## src/rtl/gated_ff_array_if.sv

```systemverilog
// Stream bus for gated_ff_array: input beat, output beat, and the optional
// handshake count (present only when GATED_FF_ARRAY_COUNT_EN is defined).
interface gated_ff_array_if #(
  parameter int WIDTH = 2
);
  logic [WIDTH-1:0] I0;
  logic [WIDTH-1:0] I1;
  logic [1:0]       MODE;
  logic             IN_VALID;
  logic             IN_READY;
  logic [WIDTH-1:0] O;
  logic             OUT_VALID;
  logic             OUT_READY;
`ifdef GATED_FF_ARRAY_COUNT_EN
  logic [15:0]      CNT;
`endif

  modport master (
`ifdef GATED_FF_ARRAY_COUNT_EN
    input  CNT,
`endif
    output I0, I1, MODE, IN_VALID, OUT_READY,
    input  IN_READY, O, OUT_VALID
  );

  modport slave (
`ifdef GATED_FF_ARRAY_COUNT_EN
    output CNT,
`endif
    input  I0, I1, MODE, IN_VALID, OUT_READY,
    output IN_READY, O, OUT_VALID
  );
endinterface

```

## src/rtl/gated_ff_array.sv

```systemverilog
// WIDTH lanes of a mode-selectable 2-input gate feeding a DEPTH-stage
// valid/ready pipeline. GATED_FF_ARRAY_COUNT_EN adds a 16-bit output beat counter.
module gated_ff_lane (
  input  logic       a_i,
  input  logic       b_i,
  input  logic [1:0] mode_i,
  output logic       y_o
);
  always_comb begin
    y_o = 1'b0;
    unique case (mode_i)
      2'b00: y_o = a_i & b_i;
      2'b01: y_o = a_i | b_i;
      2'b10: y_o = a_i ^ b_i;
      2'b11: y_o = ~(a_i & b_i);
      default: y_o = 1'b0;
    endcase
  end
endmodule

module gated_ff_array #(
  parameter int WIDTH = 2,
  parameter int DEPTH = 2
) (
  input  logic CLK,
  input  logic RST,
  gated_ff_array_if.slave bus
);
  logic [WIDTH-1:0]             gate_w;
  logic [DEPTH-1:0][WIDTH-1:0]  data_q, data_d;
  logic [DEPTH-1:0]             vld_q, vld_d;
  logic [DEPTH-1:0]             adv;
  logic                         in_fire;

  for (genvar g = 0; g < WIDTH; g++) begin : g_lane
    gated_ff_lane u_lane (
      .a_i    (bus.I0[g]),
      .b_i    (bus.I1[g]),
      .mode_i (bus.MODE),
      .y_o    (gate_w[g])
    );
  end

  // Ready ripples back from the output: a stage may load if it is empty or
  // its own content moves on this cycle, so a full pipe still streams.
  always_comb begin
    adv = '0;
    adv[DEPTH-1] = ~vld_q[DEPTH-1] | bus.OUT_READY;
    for (int k = DEPTH-2; k >= 0; k--)
      adv[k] = ~vld_q[k] | adv[k+1];
  end

  assign in_fire = bus.IN_VALID & adv[0];

  // Data only loads alongside a valid source so O keeps its last beat when empty.
  always_comb begin
    vld_d  = vld_q;
    data_d = data_q;
    if (adv[0]) begin
      vld_d[0] = in_fire;
      if (in_fire) data_d[0] = gate_w;
    end
    for (int k = 1; k < DEPTH; k++) begin
      if (adv[k]) begin
        vld_d[k] = vld_q[k-1];
        if (vld_q[k-1]) data_d[k] = data_q[k-1];
      end
    end
  end

  always_ff @(posedge CLK) begin
    if (RST) begin
      vld_q  <= '0;
      data_q <= '0;
    end else begin
      vld_q  <= vld_d;
      data_q <= data_d;
    end
  end

  assign bus.IN_READY  = adv[0];
  assign bus.O         = data_q[DEPTH-1];
  assign bus.OUT_VALID = vld_q[DEPTH-1];

`ifdef GATED_FF_ARRAY_COUNT_EN
  logic [15:0] cnt_q, cnt_d;

  assign cnt_d = (vld_q[DEPTH-1] & bus.OUT_READY) ? cnt_q + 16'd1 : cnt_q;

  always_ff @(posedge CLK) begin
    if (RST) cnt_q <= '0;
    else     cnt_q <= cnt_d;
  end

  assign bus.CNT = cnt_q;
`endif
endmodule

```

## src/flat_wrapper.sv

```systemverilog
// flat-port wrapper written by rule: the top's interface ports become plain ports
module gated_ff_array_flat 
#(
  parameter int WIDTH = 2,
  parameter int DEPTH = 2
)
  (CLK, RST, bus_I0, bus_I1, bus_MODE, bus_IN_VALID, bus_OUT_READY, bus_IN_READY, bus_O, bus_OUT_VALID);
  gated_ff_array_if #(.WIDTH(WIDTH)) bus_i ();
  input  logic CLK;
  input  logic RST;
  input wire logic [$bits(bus_i.I0)-1:0] bus_I0;
  input wire logic [$bits(bus_i.I1)-1:0] bus_I1;
  input wire logic [$bits(bus_i.MODE)-1:0] bus_MODE;
  input wire logic [$bits(bus_i.IN_VALID)-1:0] bus_IN_VALID;
  input wire logic [$bits(bus_i.OUT_READY)-1:0] bus_OUT_READY;
  output wire logic [$bits(bus_i.IN_READY)-1:0] bus_IN_READY;
  output wire logic [$bits(bus_i.O)-1:0] bus_O;
  output wire logic [$bits(bus_i.OUT_VALID)-1:0] bus_OUT_VALID;
  assign bus_i.I0 = bus_I0;
  assign bus_i.I1 = bus_I1;
  assign bus_i.MODE = bus_MODE;
  assign bus_i.IN_VALID = bus_IN_VALID;
  assign bus_i.OUT_READY = bus_OUT_READY;
  assign bus_IN_READY = bus_i.IN_READY;
  assign bus_O = bus_i.O;
  assign bus_OUT_VALID = bus_i.OUT_VALID;
  gated_ff_array #(.WIDTH(WIDTH), .DEPTH(DEPTH)) u_core (.CLK(CLK), .RST(RST), .bus(bus_i));
endmodule
```

## config.mk

```make
export PLATFORM = sky130hd
export DESIGN_NAME = gated_ff_array_flat
export DESIGN_NICKNAME = d
export VERILOG_FILES = /design/src/rtl/gated_ff_array_if.sv /design/src/rtl/gated_ff_array.sv /design/src/flat_wrapper.sv
export SDC_FILE = /design/constraint.sdc
export NUM_CORES = 1
export LEC_CHECK = 0
export ABC_AREA = 1
export CORE_UTILIZATION = 30
export CTS_CLUSTER_SIZE = 20
export DETAILED_ROUTE_END_ITERATION = 6
export GPL_TIMING_DRIVEN = 0
export PLACE_DENSITY = 0.67
export SYNTH_ARGS = -nofsm -noshare
export SYNTH_HDL_FRONTEND = slang
export SYNTH_SLANG_ARGS = --single-unit
```

## constraint.sdc

```tcl
create_clock -name CLK -period 2 [get_ports CLK]
set_input_delay 0.3 -clock CLK [delete_from_list [all_inputs] [get_ports CLK]]
set_output_delay 0.3 -clock CLK [all_outputs]
set_load 0.02 [all_outputs]
```

**Word-level counts from Yosys, hierarchy flattened**

Index checks and enable logic that the tools add are counted.
Widths: inputs -> output; s select.

- Register bits: 6
- Input bits: 10
- Output and inout bits: 4
- Word-level logic and storage cells: 25

- Bitwise gates (word level): 13
- Muxes and demuxes: 2
- Reduce and logical (&&, ||, !) cells: 3
- Eq/ne operators: 3

Operator list:

| cell | number |
|---|---|
| $pmux 1 s4 | 2 |
| $eq 2x2->1 const B | 2 |
| $not 1->1 | 4 |
| $or 1x1->1 | 4 |
| $reduce_and 2->1 | 2 |
| $and 1x1->1 | 3 |
| $eq 2x1->1 const B | 1 |
| $logic_not 2->1 | 1 |
| $xor 1x1->1 | 2 |

**Depth between registers and ports, before layout**

- Depth in word-level cells: 5
- Depth in mapped cells: 7
- Depth with buffers taken out: 7

**Cells and area by module**

Synthesis repeated with hierarchy kept, for this count alone.

- Cell total of the unflattened synthesis: 65
- Area total of the unflattened synthesis: 411.6 µm²

By module, submodules not included:

| module | times used | seq. area each (µm²) | cells an instance | area an instance (µm²) |
|---|---|---|---|---|
| gated_ff_array | 1 | 120.1 | 35 | 259.0 |
| gated_ff_lane | 2 | 0.0 | 15 | 76.3 |

**Worst setup path before layout**

OpenSTA, ideal clock, no wires.

- Kind: register -> register
- From: register u_core.vld_q[1]
- To: register u_core.data_q[1] in the netlist's numbering
- Library setup time: 0.114 ns
- Arrival: 0.978 ns
- Cell stages (with the launch flop): 6
- Period minus slack after synthesis: 1.092 ns
- Data required time: 1.886 ns
- Path buffers: 0
- Path slack: 0.908 ns
- Path through: dfxtp_1 -> nand3_2 -> nand2_4 -> nor2_1 -> nand2_1 -> a21oi_2

- Cells in the longest elaborated chain, start to end: 5

Ends and longest elaborated chain:

| item | line | text |
|---|---|---|
| start: declaration | gated_ff_array.sv:31 | `logic [DEPTH-1:0] vld_q, vld_d;` |
| start signal: assignment | gated_ff_array.sv:76 | `vld_q <= vld_d;` |
| $not 1->1 (*) | gated_ff_array.sv:48 | `adv[DEPTH-1] = ~vld_q[DEPTH-1] \| bus.OUT_READY;` |
| $or 1x1->1 (*) | gated_ff_array.sv:48 |  |
| $or 1x1->1 (*) | gated_ff_array.sv:50 | `adv[k] = ~vld_q[k] \| adv[k+1];` |
| named net bus_IN_READY | flat_wrapper.sv:16 | `output wire logic [$bits(bus_i.IN_READY)-1:0] bus_IN_READY;` |
| $and 1x1->1 | gated_ff_array.sv:53 | `assign in_fire = bus.IN_VALID & adv[0];` |
| $reduce_and 2->1 (no line) (*) | -- |  |
| end signal: assignment | gated_ff_array.sv:77 | `data_q <= data_d;` |
| end: declaration | gated_ff_array.sv:30 | `logic [DEPTH-1:0][WIDTH-1:0] data_q, data_d;` |

The timed path passes the listed nets; every way through them passes the cells marked *.
A chain may end at the register's enable or synchronous reset.

**Worst setup path in the final report**

- From: input port bus_OUT_READY
- To: output port bus_IN_READY

- Cells in the longest elaborated chain, start to end: 2

Ends and longest elaborated chain:

| item | line | text |
|---|---|---|
| start: declaration | flat_wrapper.sv:15 | `input wire logic [$bits(bus_i.OUT_READY)-1:0] bus_OUT_READY;` |
| $or 1x1->1 | gated_ff_array.sv:48 |  |
| $or 1x1->1 | gated_ff_array.sv:50 |  |
| end: declaration | flat_wrapper.sv:16 |  |

No other way between the ends.

==> results.yml <==
outcome:
  outcome: "finished clean"
synth:
  synth_top_area_share_pct: 30.00
  synth_seq_area_share_pct: 30.00
  yosys-top-cells-area: "dfxtp_1 (30%), ha_1 (13%), inv_1 (9.4%)"
  synth_compound_area_share_pct: 17.81
  synth_top_family_by_area: "simple AND/OR/NAND/NOR gates"
  synthXorXnorAreaFrac_pct: 0
  syn_avg_cell_area_um2: 7.415
  synthMuxAreaShare_pct: 0
  synth_simple_gate_area_share_pct: 23.75
  synth_area_um2: 400.4
  yosys_warnings: 0
  synth.distinct_cells: 16
  ys_seq_elements: 6
  synth_top_area_cell: "dfxtp_1"
  netlist_instances: 54
  syn-num-nets: 68
  synth_fa_ha_area_share_pct: 12.50
placement:
  place_congestion: 0.6037
  dp_hpwl_um: 503.8
  dp_slack_ps: 179.1
  portBuffers: 13
clock_network:
  numCtsBuffers: 3
  h-tree-depth: 1
  clk_latency_ps: 240
  cts.repair.resized: 0
  cts_max_path_buffers: 2
  cts_tree: "built"
  cts_setup_buffers: 0
  clk_pin_slew_ps: 50
  cts.sink_count: 6
  cts_hold_buf: 0
  cts-root-buf: "clkbuf_4"
critical_path:
  cp_max_fo: 3
  end_kind: "primary output"
  arrival_ps: 1520
  critical_path_class: "in2out"
  ff2ff_path_depth: 5
  required_ps: 1700
  crit_path_start_kind: "input pin"
pwr:
  power_density_mw_per_mm2: 562.6
  peakVddDrop_v: 0.0001835
  leakagePower_nw: 0.2714
timing:
  min_period_ps: 1819
  setup_tns_ps: 0
  rsz0062_at_grt: "false"
  slew_violations: 0
  relSlewSlack_pct: 85.94
  fmax_mhz: 549.8
  hold_viol: 0
  holdWs_ps: 451.2
  worst_slew_pin_slew_ps: 210.2
  fin_crit_sh_pct: 90.95
  skew_ps: 5.234
  finalWorstSetupSlack_ps: 181.1
  setup_viol: 0
finish:
  diodes: 0
  syn_to_final_growth_pct: 42.50
  final_cell_mix: "clkdlybuf4s50_1 (13), inv_1 (10), nand2_1 (9)"
  drive_gt1_share_pct: 18.57
  fin_nets: 86
  fillCellCount: 120
  mostFrequentLayoutCell: "clkdlybuf4s50_1"
die:
  start_util_pct: 34.19
  die_x_um: 38.53
  core_mm2: 0.001171
  fp-row-count: 12
  dieArea_mm2: 0.001485
  ioPinCount: 14
  die_y_um: 38.53
global_route:
  antenna_found_initial: 0
  grt_pass1_vias: 282
  grt_max_degree: 6
  grtUsageTotal_pct: 10.78
  overflow: 0
  grt_pass1_wl_um: 1069
routing:
  routed_wl_um: 594
  drt_first_pass_iters: 2
  vias_per_cell: 4.155
  routed-via-count: 349
  routedWlPerCell_um: 7.071
  drc: 0
  antenna_left: 0
  drt_iter0_drc: 3
min_path:
  hold_path_depth: 2
  hp-class: "reg2reg"
run:
  maxCapViolCount: 0
report_power, final:
group | internal, mW | leakage [nW] | switching, mW
clock | 0.0677 | 0.0138 | 0.0411
combinational | 0.0430 | 0.208 | 0.0362
sequential | 0.129 | 0.0496 | 0.00443
stage by stage:
step / power, mW / instances / area [µm²] / util, %
6_report: 0.3210 / 84 / 570.5 / 48.72
5_1_grt: 0.3505 / 84 / 570.5 / 48.72
4_1_cts: 0.3275 / 84 / 570.5 / 48.72
3_5_place_dp: 0.2151 / 81 / 548.0 / 46.79
3_3_place_gp: 0.2143 / 81 / 548.0 / 46.79
2_1_floorplan: 0.1797 / 54 / 400.4 / -
per-layer routing:
metal | up-vias | wire (µm) | share of wire [%] | global-route usage (%)
met4 | 0 | 11 | 1.9 | 7.759
met2 | 14 | 257 | 43 | 16.67
met1 | 132 | 277 | 47 | 12.20
met3 | 2 | 48 | 8.1 | 3.488
li1 | 201 | - | - | -
met5 | - | 0 | 0 | 0
cell usage after synthesis:
cell and count:
nand3_1 2, ha_1 4, o21bai_1 1, o21ai_1 2
buf_4 2, a21oi_2 3, nand3_2 1, nand3b_1 3
nand2_1 9, nor2_1 2, inv_2 3, dfxtp_1 6
nand2_4 1, o211ai_1 1, inv_1 10, a21oi_1 4
worst max-delay path: stages:
cell and delay (ps):
clkdlybuf4s50_1 470, inv_2 50, nand3_2 90, clkdlybuf4s50_1 610
path summary, 6_finish.rpt:
kind                    startpoint               end  slack (ps)
setup / recovery     bus_OUT_READY      bus_IN_READY         180
hold / removal    u_core.data_q[1]   u_core.bus.O[1]         450
setup reg to reg   u_core.vld_q[1]  u_core.data_q[1]        1110
hold reg to reg   u_core.data_q[1]   u_core.bus.O[1]         450
flip-flops by register name, summed over array words and instances (netlist names):
name,flops
u_core.data_q,2
u_core.vld_q,2
u_core.bus.O,2
cell families (layout without fill, tap and decap cells):
family	Yosys count	count (layout)
flops	6	6
simple gates	18	18
compound gates	11	11
buf+inv	15	31
fa+ha+maj	4	4
layout make-up:
cell class / instances / area (µm²) / area share [%]
multi-input cells: 33 / 216.5 / 37.94
repair buffers: 13 / 130.1 / 22.81
flip-flops and latches: 6 / 120.1 / 21.05
inverters: 13 / 48.80 / 8.553
clock buffers: 3 / 22.52 / 3.947
well taps: 14 / 17.52 / 3.070
plain buffers: 2 / 15.01 / 2.632
No activity file was read; power rests on OpenSTA's default activity.
